$ cat config.mk
export PLATFORM = sky130hd
export DESIGN_NAME = colour_input_conditioner_flat
export DESIGN_NICKNAME = d
export VERILOG_FILES = /design/src/rtl/colour_input_conditioner_if.sv /design/src/rtl/colour_input_conditioner.sv /design/src/flat_wrapper.sv
export SDC_FILE = /design/constraint.sdc
export NUM_CORES = 1
export LEC_CHECK = 0
export CAP_MARGIN = 25
export CELL_PAD_IN_SITES_DETAIL_PLACEMENT = 0
export CELL_PAD_IN_SITES_GLOBAL_PLACEMENT = 1
export CORE_MARGIN = 2
export CORE_UTILIZATION = 25
export CTS_CLUSTER_SIZE = 28
export DETAILED_ROUTE_END_ITERATION = 8
export HOLD_SLACK_MARGIN = 0.05
export PLACE_DENSITY = 0.57
export SETUP_SLACK_MARGIN = 0.5
export SLEW_MARGIN = 15
export SYNTH_ARGS = -nofsm -noshare
export SYNTH_HDL_FRONTEND = slang
export SYNTH_SLANG_ARGS = --single-unit
$ cat constraint.sdc
create_clock -name clk -period 1.5 [get_ports clk]
set_input_delay 0.3 -clock clk [delete_from_list [all_inputs] [get_ports clk]]
set_output_delay 0.3 -clock clk [all_outputs]
set_load 0.005 [all_outputs]
$ cat src/rtl/colour_input_conditioner_if.sv
// Button/press bus between the raw colour inputs and the WAIT stage.
// The master side drives the buttons and enable; the slave side (the
// conditioner) returns cleaned press events and debug state.
interface colour_input_conditioner_if;
  logic       en;
  logic [3:0] btn_in;
  logic       press_valid;
  logic [1:0] press_colour;
  logic       multi_press;
  logic [1:0] state_dbg;

  modport master (
    output en,
    output btn_in,
    input  press_valid,
    input  press_colour,
    input  multi_press,
    input  state_dbg
  );

  modport slave (
    input  en,
    input  btn_in,
    output press_valid,
    output press_colour,
    output multi_press,
    output state_dbg
  );
endinterface

$ cat src/rtl/colour_input_conditioner.sv
// Colour button conditioner: two-flop synchroniser, debounce FSM and chord
// rejection. Emits one press_valid pulse per clean single-button press and a
// multi_press pulse whenever more than one button is seen at once.
module colour_input_conditioner #(
  parameter int DEBOUNCE_CYCLES = 16
) (
  input logic                 clk,
  input logic                 rst_n,
  colour_input_conditioner_if.slave bus
);

  localparam int CNT_W = $clog2(DEBOUNCE_CYCLES);
  localparam logic [CNT_W-1:0] CNT_LAST = CNT_W'(DEBOUNCE_CYCLES - 1);
  localparam logic [CNT_W-1:0] CNT_ONE  = CNT_W'(1);

  localparam logic [1:0] ST_IDLE       = 2'b00;
  localparam logic [1:0] ST_PRESS_DB   = 2'b01;
  localparam logic [1:0] ST_RELEASE_DB = 2'b10;

  logic [3:0]       s1_p0;
  logic [3:0]       sync_p1;
  logic [1:0]       state;
  logic [CNT_W-1:0] cnt;
  logic [3:0]       held_btn;
  logic [1:0]       colour_q;
  logic             press_valid_q;
  logic             multi_press_q;

  logic [1:0]       nxt_state;
  logic [CNT_W-1:0] nxt_cnt;
  logic [3:0]       nxt_held;
  logic [1:0]       nxt_colour;
  logic             nxt_press_valid;
  logic             nxt_multi_press;

  logic             is_zero;
  logic             is_onehot;
  logic             is_multi;

  function automatic logic [1:0] encode_onehot(input logic [3:0] b);
    logic [1:0] code;
    code = 2'b00;
    if (b[1]) code = 2'b01;
    if (b[2]) code = 2'b10;
    if (b[3]) code = 2'b11;
    return code;
  endfunction

  // Classify the synchronised sample: none, exactly one, or a chord.
  always_comb begin
    is_zero   = (sync_p1 == 4'b0000);
    is_onehot = !is_zero && ((sync_p1 & (sync_p1 - 4'd1)) == 4'b0000);
    is_multi  = !is_zero && !is_onehot;
  end

  // Debounce FSM next-state; a dropped enable overrides every transition.
  always_comb begin
    nxt_state       = state;
    nxt_cnt         = cnt;
    nxt_held        = held_btn;
    nxt_colour      = colour_q;
    nxt_press_valid = 1'b0;
    nxt_multi_press = 1'b0;
    if (!bus.en) begin
      nxt_state = ST_RELEASE_DB;
      nxt_cnt   = '0;
    end else begin
      case (state)
        ST_IDLE: begin
          if (is_onehot) begin
            nxt_held   = sync_p1;
            nxt_colour = encode_onehot(sync_p1);
            nxt_cnt    = CNT_ONE;
            nxt_state  = ST_PRESS_DB;
          end else if (is_multi) begin
            nxt_multi_press = 1'b1;
            nxt_cnt         = '0;
            nxt_state       = ST_RELEASE_DB;
          end
        end
        ST_PRESS_DB: begin
          if (sync_p1 == held_btn) begin
            if (cnt == CNT_LAST) begin
              nxt_press_valid = 1'b1;
              nxt_cnt         = '0;
              nxt_state       = ST_RELEASE_DB;
            end else begin
              nxt_cnt = cnt + CNT_ONE;
            end
          end else if (is_zero) begin
            // Bounce back to nothing pressed: restart from IDLE quietly.
            nxt_cnt   = '0;
            nxt_state = ST_IDLE;
          end else begin
            // Different button or a chord: wait for a full release.
            nxt_multi_press = is_multi;
            nxt_cnt         = '0;
            nxt_state       = ST_RELEASE_DB;
          end
        end
        default: begin
          if (is_zero) begin
            if (cnt == CNT_LAST) begin
              nxt_cnt   = '0;
              nxt_state = ST_IDLE;
            end else begin
              nxt_cnt = cnt + CNT_ONE;
            end
          end else begin
            nxt_cnt = '0;
          end
        end
      endcase
    end
  end

  // ---- stage p0/p1: two-flop synchroniser on the raw buttons ----
  always_ff @(posedge clk or negedge rst_n) begin
    if (!rst_n) begin
      s1_p0   <= 4'b0000;
      sync_p1 <= 4'b0000;
    end else begin
      s1_p0   <= bus.btn_in;
      sync_p1 <= s1_p0;
    end
  end

  // ---- stage p2: FSM state, counters and registered pulses ----
  always_ff @(posedge clk or negedge rst_n) begin
    if (!rst_n) begin
      state         <= ST_RELEASE_DB;
      cnt           <= '0;
      held_btn      <= 4'b0000;
      colour_q      <= 2'b00;
      press_valid_q <= 1'b0;
      multi_press_q <= 1'b0;
    end else begin
      state         <= nxt_state;
      cnt           <= nxt_cnt;
      held_btn      <= nxt_held;
      colour_q      <= nxt_colour;
      press_valid_q <= nxt_press_valid;
      multi_press_q <= nxt_multi_press;
    end
  end

  assign bus.press_valid  = press_valid_q;
  assign bus.press_colour = colour_q;
  assign bus.multi_press  = multi_press_q;
  assign bus.state_dbg    = state;

endmodule

$ cat src/flat_wrapper.sv
// flat-port wrapper written by rule: the top's interface ports become plain ports
module colour_input_conditioner_flat 
#(
  parameter int DEBOUNCE_CYCLES = 16
)
  (clk, rst_n, bus_en, bus_btn_in, bus_press_valid, bus_press_colour, bus_multi_press, bus_state_dbg);
  colour_input_conditioner_if bus_i ();
  input logic clk;
  input logic rst_n;
  input wire logic [$bits(bus_i.en)-1:0] bus_en;
  input wire logic [$bits(bus_i.btn_in)-1:0] bus_btn_in;
  output wire logic [$bits(bus_i.press_valid)-1:0] bus_press_valid;
  output wire logic [$bits(bus_i.press_colour)-1:0] bus_press_colour;
  output wire logic [$bits(bus_i.multi_press)-1:0] bus_multi_press;
  output wire logic [$bits(bus_i.state_dbg)-1:0] bus_state_dbg;
  assign bus_i.en = bus_en;
  assign bus_i.btn_in = bus_btn_in;
  assign bus_press_valid = bus_i.press_valid;
  assign bus_press_colour = bus_i.press_colour;
  assign bus_multi_press = bus_i.multi_press;
  assign bus_state_dbg = bus_i.state_dbg;
  colour_input_conditioner #(.DEBOUNCE_CYCLES(DEBOUNCE_CYCLES)) u_core (.clk(clk), .rst_n(rst_n), .bus(bus_i));
endmodule
# ---- Yosys cells after proc, flatten, opt, wreduce, memory -nomap -nowiden
# Index checks and enable logic that the tools add are counted.
dict set report word_totals {
  wordCells 56
  output_inout_bits 6
  regBits 22
  inputBits 7
}
dict set report classes {
  mux 29
  n_eq_ne 7
  reduce_logical 9
  n_addsub 2
  bitwise 1
}
# operator count
set ops {}
lappend ops {{$mux 4} 6}
lappend ops {{$mux 2} 10}
lappend ops {{$mux 1} 10}
lappend ops {{$logic_not 4->1} 2}
lappend ops {{$ne 4x1->1 const B} 2}
lappend ops {{$pmux 4 s2} 1}
lappend ops {{$add 4x1->4 const B} 1}
lappend ops {{$and 4x4->4} 1}
lappend ops {{$eq 4x4->1} 1}
lappend ops {{$eq 4x4->1 const B} 1}
lappend ops {{$ne 4x2->1 const B} 1}
lappend ops {{$ne 4x4->1 const B} 1}
lappend ops {{$pmux 2 s2} 1}
lappend ops {{$reduce_and 4->1} 1}
lappend ops {{$sub 4x1->4 const B} 1}
lappend ops {{$reduce_and 3->1} 1}
lappend ops {{$eq 2x1->1 const B} 1}
lappend ops {{$logic_and 1x1->1} 2}
lappend ops {{$logic_not 1->1} 2}
lappend ops {{$logic_not 2->1} 1}
lappend ops {{$pmux 1 s2} 1}

# ---- Depth between registers and ports, before layout
dict set report depth {
  depth_word 10
  ltp_mapped 7
  depth_no_buf 6
}

# ---- Least setup slack after synthesis
# No wires, ideal clock.
dict set report synth_timing {
  kind {reg2reg}
  startpoint {register u_core.state[1] (netlist: u_core.bus.state_dbg[1])}
  endpoint {register u_core.held_btn[0]}
  arrival_ps 1490
  period_less_slack_ps 1615
  n_path_buf 2
  stages_incl_launch_ff 6
  setup_time_ps 125
  required_time_ps 1375
  slack_ps -115
  path_cell_list {dfstp_2 clkbuf_1 nor2_1 and3_4 buf_6 mux2_4}
}
dict set report synth_between {
  elab_chain_len 2
}
# item line_no
set synth_lines {}
lappend synth_lines {{from (decl)} colour_input_conditioner.sv:22} ;# logic [1:0] state;
lappend synth_lines {{from (signal assigned)} colour_input_conditioner.sv:138} ;# state <= nxt_state;
lappend synth_lines {{$logic_not 2->1} colour_input_conditioner.sv:68} ;# case (state)
lappend synth_lines {{$reduce_and 3->1 (no source line)} n/a}
lappend synth_lines {{to (signal assigned)} colour_input_conditioner.sv:140} ;# held_btn <= nxt_held;
lappend synth_lines {{to (decl)} colour_input_conditioner.sv:24} ;# logic [3:0] held_btn;
# No other way between the ends.
# A chain may end at the register's enable or synchronous reset.

# ---- Final worst setup path
# Ends and elaborated chain as after synthesis.

==> impl_results.rst <==
.. list-table::
   :header-rows: 1

   * - Metric
     - Value
   * - Number of I/O port buffers
     - 12
   * - Multi-input logic area
     - roughly 590 µm²
   * - Instance area after placement
     - 1388 µm²
   * - Leakage power summed over all cells
     - 0.0007552 µW
   * - Global-route wire length before repair
     - 4.450 mm
   * - Worst EP arrival
     - between 1500 and 2000 ps
   * - Bufs on Longest Clock Path
     - 2
   * - Violations in the final reports
     - setup timing
   * - Die X
     - between 60 and 70 µm
   * - Remaining global-route overflow
     - 0
   * - Total GRT Usage
     - 0.1147
   * - Path type of the worst setup path
     - reg2reg
   * - Die height
     - between 60 and 70 µm
   * - Yosys warning total
     - 0
   * - Core area
     - 4086 µm²
   * - Fin area
     - 1685 µm²
   * - Detailed Route Iter0 Violations
     - 39
   * - Via count of the first global-routing pass
     - about 950
   * - Initial Utilization
     - 0.2664
   * - Count of antenna-violating nets left after detailed routing
     - 0
   * - Worst-case headroom to the max-slew limit
     - 0.7500
   * - Share of synthesized area occupied by flip-flops and latches
     - 0.5069
   * - Cell count after synthesis
     - 94
   * - Crit path time final
     - 1620 ps
   * - Least setup slack across all paths after layout
     - -119.5 ps
   * - Worst slack at placement
     - -245.0 ps
   * - Via density per instance
     - roughly 4.7
   * - First-pass detailed-route iteration total
     - 4
   * - Worst min path class
     - reg2reg
   * - Nature of the critical path startpoint
     - flop
   * - Final slew viol count
     - 0
   * - Via count
     - 881
   * - Post-layout net count
     - between 100 and 150
   * - Area taken by flip-flops and latches
     - 556.8 µm²
   * - TritonCTS clock tree
     - built
   * - Number of max-cap violations
     - 0
   * - Average footprint of a synthesized cell
     - 11.58 µm²
   * - Pwr/cell area
     - 771.1 nW/µm²
   * - Post-synthesis sequential element count
     - 22
   * - Antenna violations before repair
     - 0
   * - Cell taking the most area after synthesis
     - sky130_fd_sc_hd__dfrtp_1
   * - Peak fanout along the critical path
     - 8
   * - Insertion delay of the later-clocked pin in the worst-skew pair
     - 270 ps
   * - Final setup violation count
     - 12
   * - Ratio of cells with drive above 1 in the final layout
     - 0.5725
   * - Largest voltage drop on the vdd net
     - around 0.63 mV
   * - Number of standard-cell rows in the floorplan
     - 23
   * - Fin crit share
     - 1.080
   * - Ant diodes
     - 0
   * - Final weighted congestion in routability-driven placement
     - 0.8445
   * - Leading cell type in the layout, fill and taps excluded
     - sky130_fd_sc_hd__buf_4
   * - Deepest level of the CTS H-tree
     - 1
   * - HPWL Detailed
     - 1.796 mm
   * - Placed Cells incl. Taps
     - 170
   * - Endpoint type of the worst setup path
     - flop
   * - Number of distinct standard cells referenced by the synthesized netlist
     - 38
   * - Clock root buffer
     - sky130_fd_sc_hd__clkbuf_8
   * - Clock buffer count from CTS
     - 3
   * - Outcome
     - finished with violations
   * - Share of the synthesized area in the top cell type
     - 0.4828
   * - DRC violation count after routing
     - 0
   * - RSZ-0062 raised after global routing
     - true
   * - Most frequent cells in the layout
     - sky130_fd_sc_hd__buf_4, sky130_fd_sc_hd__dfrtp_1, sky130_fd_sc_hd__buf_6
   * - Highest clock frequency the design can meet
     - slightly above 600 MHz
   * - Required time of the worst setup path
     - 1650 ps
   * - Post-route non-filler standard cell count
     - roughly 190
   * - Die footprint
     - 4898 µm²
   * - Maximum number of pins on one net before global-route repair
     - 23
   * - Worst clock skew
     - 11.82 ps
   * - Endpoints failing hold
     - 0
   * - Top post-synthesis cells by area
     - sky130_fd_sc_hd__dfrtp_1, sky130_fd_sc_hd__buf_6, sky130_fd_sc_hd__mux2_4, sky130_fd_sc_hd__xnor2_1, sky130_fd_sc_hd__nor2_1
   * - FILL cells
     - a little over 400
   * - Setup TNS
     - -963.1 ps
   * - Mapped Nets
     - 102
   * - Transition time at the pin with the least slew margin
     - 373.6 ps
   * - Average wire length per cell after detail routing
     - 14.68 µm
   * - Hold buffer count at CTS
     - 0
   * - # IOs
     - 13
   * - Area growth syn-to-layout
     - 54.83%
   * - Final routed wirelength across all metal layers
     - between 2 and 3 mm
   * - Clock edge transition at the registers on the reported setup and hold paths
     - 90 ps
   * - Number of sinks handled by clock tree synthesis
     - 22
   * - Post-synthesis instance area
     - between 1000 and 1500 µm²
## stage by stage
step	hold slack [ps]	total power, µW	utilization
floorplan	4.409	668.4	-
global placement	333.6	715.2	0.3396
detailed placement	335.5	717.9	0.3396
CTS	355.0	1309	0.3840
global route	365.6	1359	0.4124
finish	352.2	1300	0.4124
## critical path, stage by stage, from the launching register on
cell and delay [ps]:
sky130_fd_sc_hd__dfstp_2 380, sky130_fd_sc_hd__buf_4 150, sky130_fd_sc_hd__nor2_1 300, sky130_fd_sc_hd__and3_4 340
sky130_fd_sc_hd__mux2_4 320
## final timing paths
| check | from | endpoint | slack [ps] | cells past startpoint |
|---|---|---|---|---|
| min in group asynchronous | rst_n | u_core.cnt[3] | 360 | 2 |
| max in group asynchronous | rst_n | u_core.bus.state_dbg[1] | 870 | 2 |
| min | u_core.s1_p0[1] | u_core.sync_p1[1] | 350 | 0 |
| max | u_core.bus.state_dbg[1] | u_core.held_btn[0] | -120 | 4 |
| min reg2reg | u_core.s1_p0[1] | u_core.sync_p1[1] | 350 | 0 |
| max reg2reg | u_core.bus.state_dbg[1] | u_core.held_btn[0] | -120 | 4 |
## synth_stat cells, drive strengths merged
master  count
a211o       1
a211oi      2
a21oi       3
a22o        1
a32o        1
a32oi       1
a41o        1
and2        3
and3        3
buf         5
clkbuf      2
dfrtp      21
dfstp       1
ha          1
inv         1
maj3        1
mux2        4
mux2i       1
nand2       3
nand2b      1
nand3       3
nand4       2
nor2        9
nor2b       1
nor3        3
nor4        1
nor4b       2
o211ai      1
o21ai       5
o21bai      1
o22ai       1
o31ai       2
xnor2       4
xor2        2
## power breakdown
group	leakage, µW	switching [µW]	internal [µW]
Sequential	0.000281	14.2	605
Clock	0.0000357	206	357
Combinational	0.000438	48.7	69.5
## layer usage
metal	vias up	global-route usage	wire length, µm
li1	425	-	-
met4	0	0.02991	13
met1	439	0.1306	1119
met2	15	0.2053	1527
met5	-	0	0
met3	2	0.03752	99
## kinds of logic after synthesis
group                    after synthesis  share of synthesized area
adder cells (fa/ha/maj)                2                    0.02069
AO/OA/AOI/OAI                         20                     0.1299
XOR/XNOR                               6                    0.04828
multiplexers                           5                    0.06092
buffers and inverters                  8                    0.06206
AND/OR/NAND/NOR                       31                     0.1713
flip-flops                            22                     0.5069
## final cells by class
type	instances	area share
Multi-Input combinational cell	64	0.3526
Clock inverter	1	0.01782
Tap cell	50	0.03712
Timing Repair Buffer	47	0.2353
Clock buffer	3	0.02450
Inverter	1	0.002227
Sequential cell	22	0.3304
## state kept, by name, summed over array words and instances (netlist names)
register and cells:
u_core.cnt 4, u_core.held_btn 4, u_core.s1_p0 4, u_core.sync_p1 4, u_core.bus.press_colour 2, u_core.bus.state_dbg 2, u_core.bus.multi_press 1, u_core.bus.press_valid 1
## timing repair
| item | in CTS | in global routing |
|---|---|---|
| setup buffers | 10 | 4 |
| gates resized for setup | 42 | 22 |
| pin swaps | 15 | 3 |
| endpoints found under the setup margin | 20 | 20 |
Power figures use the tool's default switching activity.
